--- config.mk ---
export PLATFORM = sky130hd
export DESIGN_NAME = div_unit
export DESIGN_NICKNAME = d
export VERILOG_FILES = /design/src/rtl/div_pkg.sv /design/src/rtl/div_step.sv /design/src/rtl/div_unit.sv
export SDC_FILE = /design/constraint.sdc
export NUM_CORES = 1
export LEC_CHECK = 0
export ABC_AREA = 1
export CAP_MARGIN = 20
export CORE_UTILIZATION = 60
export DETAILED_ROUTE_END_ITERATION = 6
export PLACE_DENSITY = 0.83
export SLEW_MARGIN = 20
export SYNTH_ARGS = -nofsm -noshare
export SYNTH_HDL_FRONTEND = slang
export SYNTH_HIERARCHICAL = 1
export SYNTH_SLANG_ARGS = --single-unit
export TNS_END_PERCENT = 5
--- constraint.sdc ---
create_clock -name clk -period 5.2 [get_ports clk]
set_input_delay 0.52 -clock clk [delete_from_list [all_inputs] [get_ports clk]]
set_output_delay 0.52 -clock clk [all_outputs]
set_load 0.02 [all_outputs]
--- src/rtl/div_pkg.sv ---
// div_pkg: shared state encoding, iteration count and magnitude helper for the divider
package div_pkg;

    localparam int DIV_W    = 32;
    localparam int DIV_ITER = DIV_W;

    typedef enum logic [1:0] {
        IDLE = 2'b00,
        ZERO = 2'b01,
        ON   = 2'b10,
        END  = 2'b11
    } state_t;

    // Two's-complement magnitude; the most negative value maps to itself,
    // which is the correct unsigned magnitude.
    function automatic logic [DIV_W-1:0] abs_w(input logic [DIV_W-1:0] x);
        return x[DIV_W-1] ? -x : x;
    endfunction

endpackage

--- src/rtl/div_step.sv ---
// div_step: one restoring-division step (shift in a dividend bit, trial-subtract the divisor)
module div_step
    import div_pkg::*;
#(
    parameter int DATA_W = DIV_W
) (
    input  logic [DATA_W:0]   rem,
    input  logic              din,
    input  logic [DATA_W-1:0] dvs,
    output logic [DATA_W:0]   rem_next,
    output logic              q
);

    logic [DATA_W+1:0] sh;
    logic [DATA_W+1:0] diff;

    assign sh       = {rem, din};
    assign diff     = sh - {2'b00, dvs};
    assign q        = ~diff[DATA_W+1];
    assign rem_next = q ? diff[DATA_W:0] : sh[DATA_W:0];

endmodule

--- src/rtl/div_unit.sv ---
// div_unit: iterative MIPS DIV/DIVU unit producing {remainder, quotient} for HI/LO
module div_unit
    import div_pkg::*;
#(
    parameter int DATA_W = DIV_W,
    parameter int ITER   = DATA_W
) (
    input  logic                clk,
    input  logic                rst,
    input  logic                start,
    input  logic                signed_div,
    input  logic [DATA_W-1:0]   opa,
    input  logic [DATA_W-1:0]   opb,
    input  logic                annul,
    output logic                busy,
    output logic                ready,
    output logic                div_by_zero,
    output logic [2*DATA_W-1:0] result
);

    localparam int CW = $clog2(ITER);
    localparam logic [CW-1:0] LAST = CW'(ITER - 1);

    state_t            state, state_next;
    logic [CW-1:0]     cnt;
    logic [DATA_W:0]   rem;
    logic [DATA_W:0]   step_rem;
    logic              step_q;
    logic [DATA_W-1:0] dq;
    logic [DATA_W-1:0] dvs;
    logic [DATA_W-1:0] raw_a;
    logic              neg_a;
    logic              neg_b;
    logic              dz;
    logic [DATA_W-1:0] q_fix;
    logic [DATA_W-1:0] r_fix;
    logic              accept;

    assign accept = start && !annul;
    assign busy   = state != IDLE;

    // dq starts as the dividend magnitude and is shifted left each step,
    // so its MSB feeds the step and the quotient bits fill in from the LSB
    div_step #(.DATA_W(DATA_W)) u_step (
        .rem      (rem),
        .din      (dq[DATA_W-1]),
        .dvs      (dvs),
        .rem_next (step_rem),
        .q        (step_q)
    );

    assign q_fix = (neg_a ^ neg_b) ? -dq : dq;
    assign r_fix = neg_a ? -rem[DATA_W-1:0] : rem[DATA_W-1:0];

    // State register
    always_ff @(posedge clk) begin
        if (rst) state <= IDLE;
        else     state <= state_next;
    end

    // Next-state logic; annul drops any in-flight work except an already committed END
    always_comb begin
        state_next = state;
        case (state)
            IDLE:    state_next = accept ? ((opb == '0) ? ZERO : ON) : IDLE;
            ZERO:    state_next = annul ? IDLE : END;
            ON:      state_next = annul ? IDLE : ((cnt == LAST) ? END : ON);
            default: state_next = IDLE;
        endcase
    end

    // Operand latch, iteration datapath and registered result/ready
    always_ff @(posedge clk) begin
        if (rst) begin
            cnt         <= '0;
            rem         <= '0;
            dq          <= '0;
            dvs         <= '0;
            raw_a       <= '0;
            neg_a       <= 1'b0;
            neg_b       <= 1'b0;
            dz          <= 1'b0;
            ready       <= 1'b0;
            div_by_zero <= 1'b0;
            result      <= '0;
        end else begin
            ready       <= 1'b0;
            div_by_zero <= 1'b0;
            case (state)
                IDLE: if (accept) begin
                    raw_a <= opa;
                    dq    <= signed_div ? abs_w(opa) : opa;
                    dvs   <= signed_div ? abs_w(opb) : opb;
                    neg_a <= signed_div && opa[DATA_W-1];
                    neg_b <= signed_div && opb[DATA_W-1];
                    dz    <= opb == '0;
                    rem   <= '0;
                    cnt   <= '0;
                end
                ON: begin
                    rem <= step_rem;
                    dq  <= {dq[DATA_W-2:0], step_q};
                    cnt <= (cnt == LAST) ? '0 : cnt + 1'b1;
                end
                END: begin
                    result      <= dz ? {raw_a, {DATA_W{1'b1}}} : {r_fix, q_fix};
                    ready       <= 1'b1;
                    div_by_zero <= dz;
                end
                default: ;
            endcase
        end
    end

endmodule

* After elaboration in Yosys (flattened, before gate mapping)
Cells that the tools add are included.
** Storage, ports and cells
- Output and inout bits :: 67
- Register bits after elaboration :: 205
** Operators by class
- Reductions and logical operators :: 11
- Bitwise operators :: 3
- Muxes and demuxes :: 22
- Add/sub/neg operators :: 6
- Equal/unequal tests :: 5
** Operators with widths (number)
- $mux W32 :: 7
- $neg A32 Y32 :: 4
- $mux W33 :: 2
- $pmux W33 S2 :: 1
- $mux W64 :: 1
- $pmux W32 S2 :: 1
- $sub A34 B32 Y34 :: 1
- $logic_not A32 Y1 :: 1
- $mux W5 :: 2
- $pmux W5 S2 :: 1
- $mux W2 :: 4
- $pmux W2 S3 :: 1
- $add A5 B1 Y5 const B :: 1
- $eq A5 B5 Y1 const B :: 1
- $eq A2 B2 Y1 const B :: 2
- $reduce_and A2 Y1 :: 2
- $reduce_bool A2 Y1 :: 2
- $logic_and A1 B1 Y1 :: 3
- $eq A2 B1 Y1 const B :: 1
- $logic_not A2 Y1 :: 1
- $mux W1 :: 2
- $ne A2 B2 Y1 const B :: 1
- $not A1 Y1 :: 2
- $reduce_or A2 Y1 :: 1
- 2 further kinds :: 2

* Longest topological paths before layout
- Depth in word-level cells :: 5
- Gate-level depth with buffers :: 18
- Depth with buffers taken out :: 18

* Hierarchy
Netlist, hierarchy kept.
** By module, submodules not included
- div_unit :: area each 11544.8 µm², seq. area each 4103.9 µm², cells an instance 1763, instances 1
- div_step :: area each 3444.6 µm², seq. area each 0.0 µm², cells an instance 721, instances 1

* Least setup slack after synthesis
Ideal clock, no wire load.
- Path type :: reg-to-reg
- Start point :: register dq[31]
- End point :: register rem[28]
- Data arrival time :: 1953 ps
- Setup time :: 71 ps
- Cell stages (with the launch flop) :: 18
- Period minus slack after synthesis :: 2024 ps
- Setup slack :: 3176 ps
- Cell sequence :: dfxtp_1 inv_1 ha_1 fa_1 inv_1 nand2_1 nand2_1 and2_1 nand2_1 nand2_1 nand2_1 nand2_1 nand2_1 nand2_1 nand3_1 nand2_1 nand2_1 a21oi_1
** On the way
- Cells in the longest elaborated chain, start to end :: 3
** Ends and longest elaborated chain
- start: declaration :: line div_unit.sv:29 : logic [DATA_W-1:0] dq;
- start signal: assignment :: line div_unit.sv:92 : dq <= signed_div ? abs_w(opa) : opa;
- start signal: assignment :: line div_unit.sv:102 : dq <= {dq[DATA_W-2:0], step_q};
- $sub A34 B32 Y34 :: line div_step.sv:18 : assign diff = sh - {2'b00, dvs};
- $mux W33 :: line div_step.sv:20 : assign rem_next = q ? diff[DATA_W:0] : sh[DATA_W:0];
- via step_rem[28] :: line div_unit.sv:27 : logic [DATA_W:0] step_rem;
- $pmux W33 S2 :: line div_unit.sv:89 : case (state)
- end signal: assignment :: line div_unit.sv:101 : rem <= step_rem;
- end: declaration :: line div_unit.sv:26 : logic [DATA_W:0] rem;
The timed path passes the listed nets, and every way through them passes these cells.
A chain may end at the register's enable or synchronous reset.

* Worst setup path after layout
- Start point :: register rem[3]
- End point :: register rem[2]
** On the way
- Cells in the longest elaborated chain, start to end :: 3
** Ends and longest elaborated chain (line)
- $sub A34 B32 Y34 :: div_step.sv:18
- $mux W33 :: div_step.sv:20
- via step_rem[2] :: div_unit.sv:27
- $pmux W33 S2 :: div_unit.sv:89
The timed path passes the listed nets, and every way through them passes these cells.

==> impl_metrics.toml <==
[run_status]
status = "completed"

[clock_tree]
ctsResizeCount = 0
clk_latency_ps = 520
root_buffer = "clkbuf_16"
cts-buffers-inserted = 24
ctsLongestPathBuffers = 3
htreeDepth = 1
cts_tree = "built"
path_clk_slew_ps = 60
cts_sinks = 205
postCtsSetupRepairBufs = 0
postCtsHoldBufs = 0

[yosys]
yosysSeqAreaShare = 0.274
async_flop_share = 0
netlist_instances = 2484
ys_warn_count = 6
ys_ff_latch = 205
synth.distinct_cells = 50
syn_area_um2 = 15000
syn_avg_cell_area_um2 = 6.03
synth-main-ff-cell = "dfxtp_1"
syn-num-nets = 2592
synth-edff-count = 0

[timing]
min_period_ps = 2970
max_slew_margin = 0.337
tightest_slew_ps = 993
finalMaxSlewViolations = 0
fin_worst_hold_slack_ps = 455
min_period_over_period = 0.572
max_freq_ghz = 0.336
timing.final.ws_setup_ps = 2230
hold_viol_final = 0
fin_skew_ps = 11.0
tns_ps = 0
setup_viol = 0
grt_setup_unrepaired = "no"

[placement]
dpl_cell_area_um2 = 16300
hpwl_um = 37100
gp_congestion = 0.982
port_buffers = 135
dp.cells = 2858
pre_cts_ws_ps = 2330

[die]
coreArea_um2 = 24400
fp.dieH_um = 160
die_area_um2 = 25600
die_w_um = 160
ios = 136
rows = 57
start_util = 0.615

[routing]
postRouteAntennaNets = 0
drt_iter0_drc = 1812
drc_errors = 0
vias = 16706
viasPerCell = 5.75
wirelength_um = 49800
avgRoutedWirePerCell_um = 17.2
firstDrtPassIters = 6

[power]
p_per_area_nw_per_um2 = 293
ir_worst_vdd_v = 0.000248
leakagePower_nw = 8.43

[cells_and_area]
syn_to_final_growth_pct = 15.0
postLayoutCellArea_um2 = 17200
fillers = 2227
ff_latch_area_um2 = 4100
instances_no_fill = 2903
diodes = 0
drive_above_1_share = 0.0609
multiInputGateArea_um2 = 8890
nets = 2669

[grt]
grt_antenna_before_repair = 1
grt_pass1_wl_um = 78900
grt_use_met2 = 0.617
grt_max_degree = 78
overflow = 0
grt_util_met3 = 0.0460
track_usage = 0.380
met1_usage = 0.517
grt_busiest_layer = "met2"
grt_pass1_vias = 15342

[worst_hold_path]
worstHoldPathType = "flop to flop"

[setup_path]
required_ps = 5570
worstSetupEndpointType = "flop"
path_class = "flop to flop"
path_max_fanout = 33
cp_data_arrival_time_ps = 3340
cp-start-kind = "flop"

[run]
maxCapViolations = 0
## state kept, by name (all words and copies together), names as in the netlist, 2 cells and up
register and cells:
cnt 5, dq 32, dvs 32, raw_a 32, rem 33, result 64, state 2
## per-layer routing
metal | routed length (µm) | part of all wire | vias up
met1 | 21300 | 0.43 | 7655
met2 | 22400 | 0.45 | 816
met3 | 4250 | 0.085 | 139
met4 | 1880 | 0.038 | 2
met5 | 10 | 0.00020 | -
li1 | - | - | 8094
## Yosys cell counts (11+ instances only)
cell	count	area, µm²
o221ai_1	11	96.3
a31oi_1	21	131
nor3_1	24	120
ha_1	38	475
xor2_1	42	368
buf_4	17	128
buf_2	31	155
o21ai_1	13	65.1
nor2_2	14	87.6
clkbuf_1	35	131
nand3_1	216	1080
a21oi_1	150	751
nand3_2	12	120
nand4_1	41	257
nand2_2	24	150
nor2_4	13	146
nor2_1	224	841
o211ai_1	13	97.6
o22ai_1	21	131
a211oi_1	20	150
nand2_1	723	2710
inv_1	381	1430
inv_2	13	48.8
dfxtp_1	205	4100
o21ai_0	100	500
and2_1	11	68.8
## logic make-up (layout without fill, tap and decap cells)
kind of cell,after synthesis,after routing,share of synthesized area
AOI/OAI and AO/OA,371,371,0.142
xor gates and xnor gates,46,46,0.0269
adders and majority gates,39,39,0.0331
buffers and inverters,488,583,0.133
DFF,205,205,0.274
and+or+nand+nor,1335,1335,0.391
## worst max-delay path, cell delays in order (launching register included)
cell     delay (ps)
dfxtp_1         550
ha_1            360
nand2_2         140
inv_1            50
nand2_1          80
nand2_1          50
nand2_1          60
nand3_2         110
nand2_2         100
nand2_2          70
nand2_2          90
nand3_2         560
nand3_1         340
nand2_1          70
nand2_1          70
a21oi_1          70
## report_power, final
group	switching (W)	total [W]	internal, W	leakage (nW)
Combinational	0.000989	0.00145	0.000458	6.33
Clock	0.000738	0.00191	0.00117	0.437
Sequential	0.0000572	0.00169	0.00163	1.67
Total	0.00178	0.00504	0.00326	8.43
## final cells by class
type	instances	area share
clock buffer	27	0.0379
clock inverter	17	0.0147
inverter	394	0.0858
multi-input combinational	1791	0.516
sequential	205	0.238
tap	324	0.0235
timing repair buffer	145	0.0838
## placed cells by master (no fill, tap or decap), types with 4 or more instances in the layout
cell type,count
a21oi_1,150
or2_2,7
nor2_2,15
ha_1,38
dfxtp_1,205
nand3_1,216
clkbuf_16,25
and2_1,11
o2111ai_1,4
a31oi_1,21
o21bai_1,4
xor2_1,42
inv_2,14
o22ai_1,21
o221ai_1,11
a211oi_1,20
buf_4,9
nand2_4,5
nand4_1,41
clkdlybuf4s50_1,134
nand2_1,723
nor2_4,13
xnor2_1,4
bufinv_16,5
nand3b_1,9
nand3_2,12
o21ai_1,13
nor3_1,24
o21ai_0,100
nor2_1,223
o211ai_1,13
nand2_2,24
inv_1,380
## worst paths after layout
| kind | startpoint | end | slack (ps) | cells past startpoint |
|---|---|---|---|---|
| worst max register to register | rem[3]$_SDFFE_PP0P_ | rem[2]$_SDFFE_PP0P_ | 2230 | 15 |
| worst max-delay path | rem[3]$_SDFFE_PP0P_ | rem[2]$_SDFFE_PP0P_ | 2230 | 15 |
| worst min-delay path | result[37]$_SDFFE_PP0P_ | result[37]$_SDFFE_PP0P_ | 450 | 2 |
| worst min register to register | result[37]$_SDFFE_PP0P_ | result[37]$_SDFFE_PP0P_ | 450 | 2 |
## through the flow
| step | total power [W] | utilization |
|---|---|---|
| after global routing | 0.00527 | 0.706 |
| after global placement | 0.00309 | 0.669 |
| after detailed placement | 0.00311 | 0.669 |
| final | 0.00504 | 0.706 |
| after floorplan | 0.00275 | - |
| after CTS | 0.00501 | 0.706 |
Note: power is estimated with default switching activity, not from simulation.
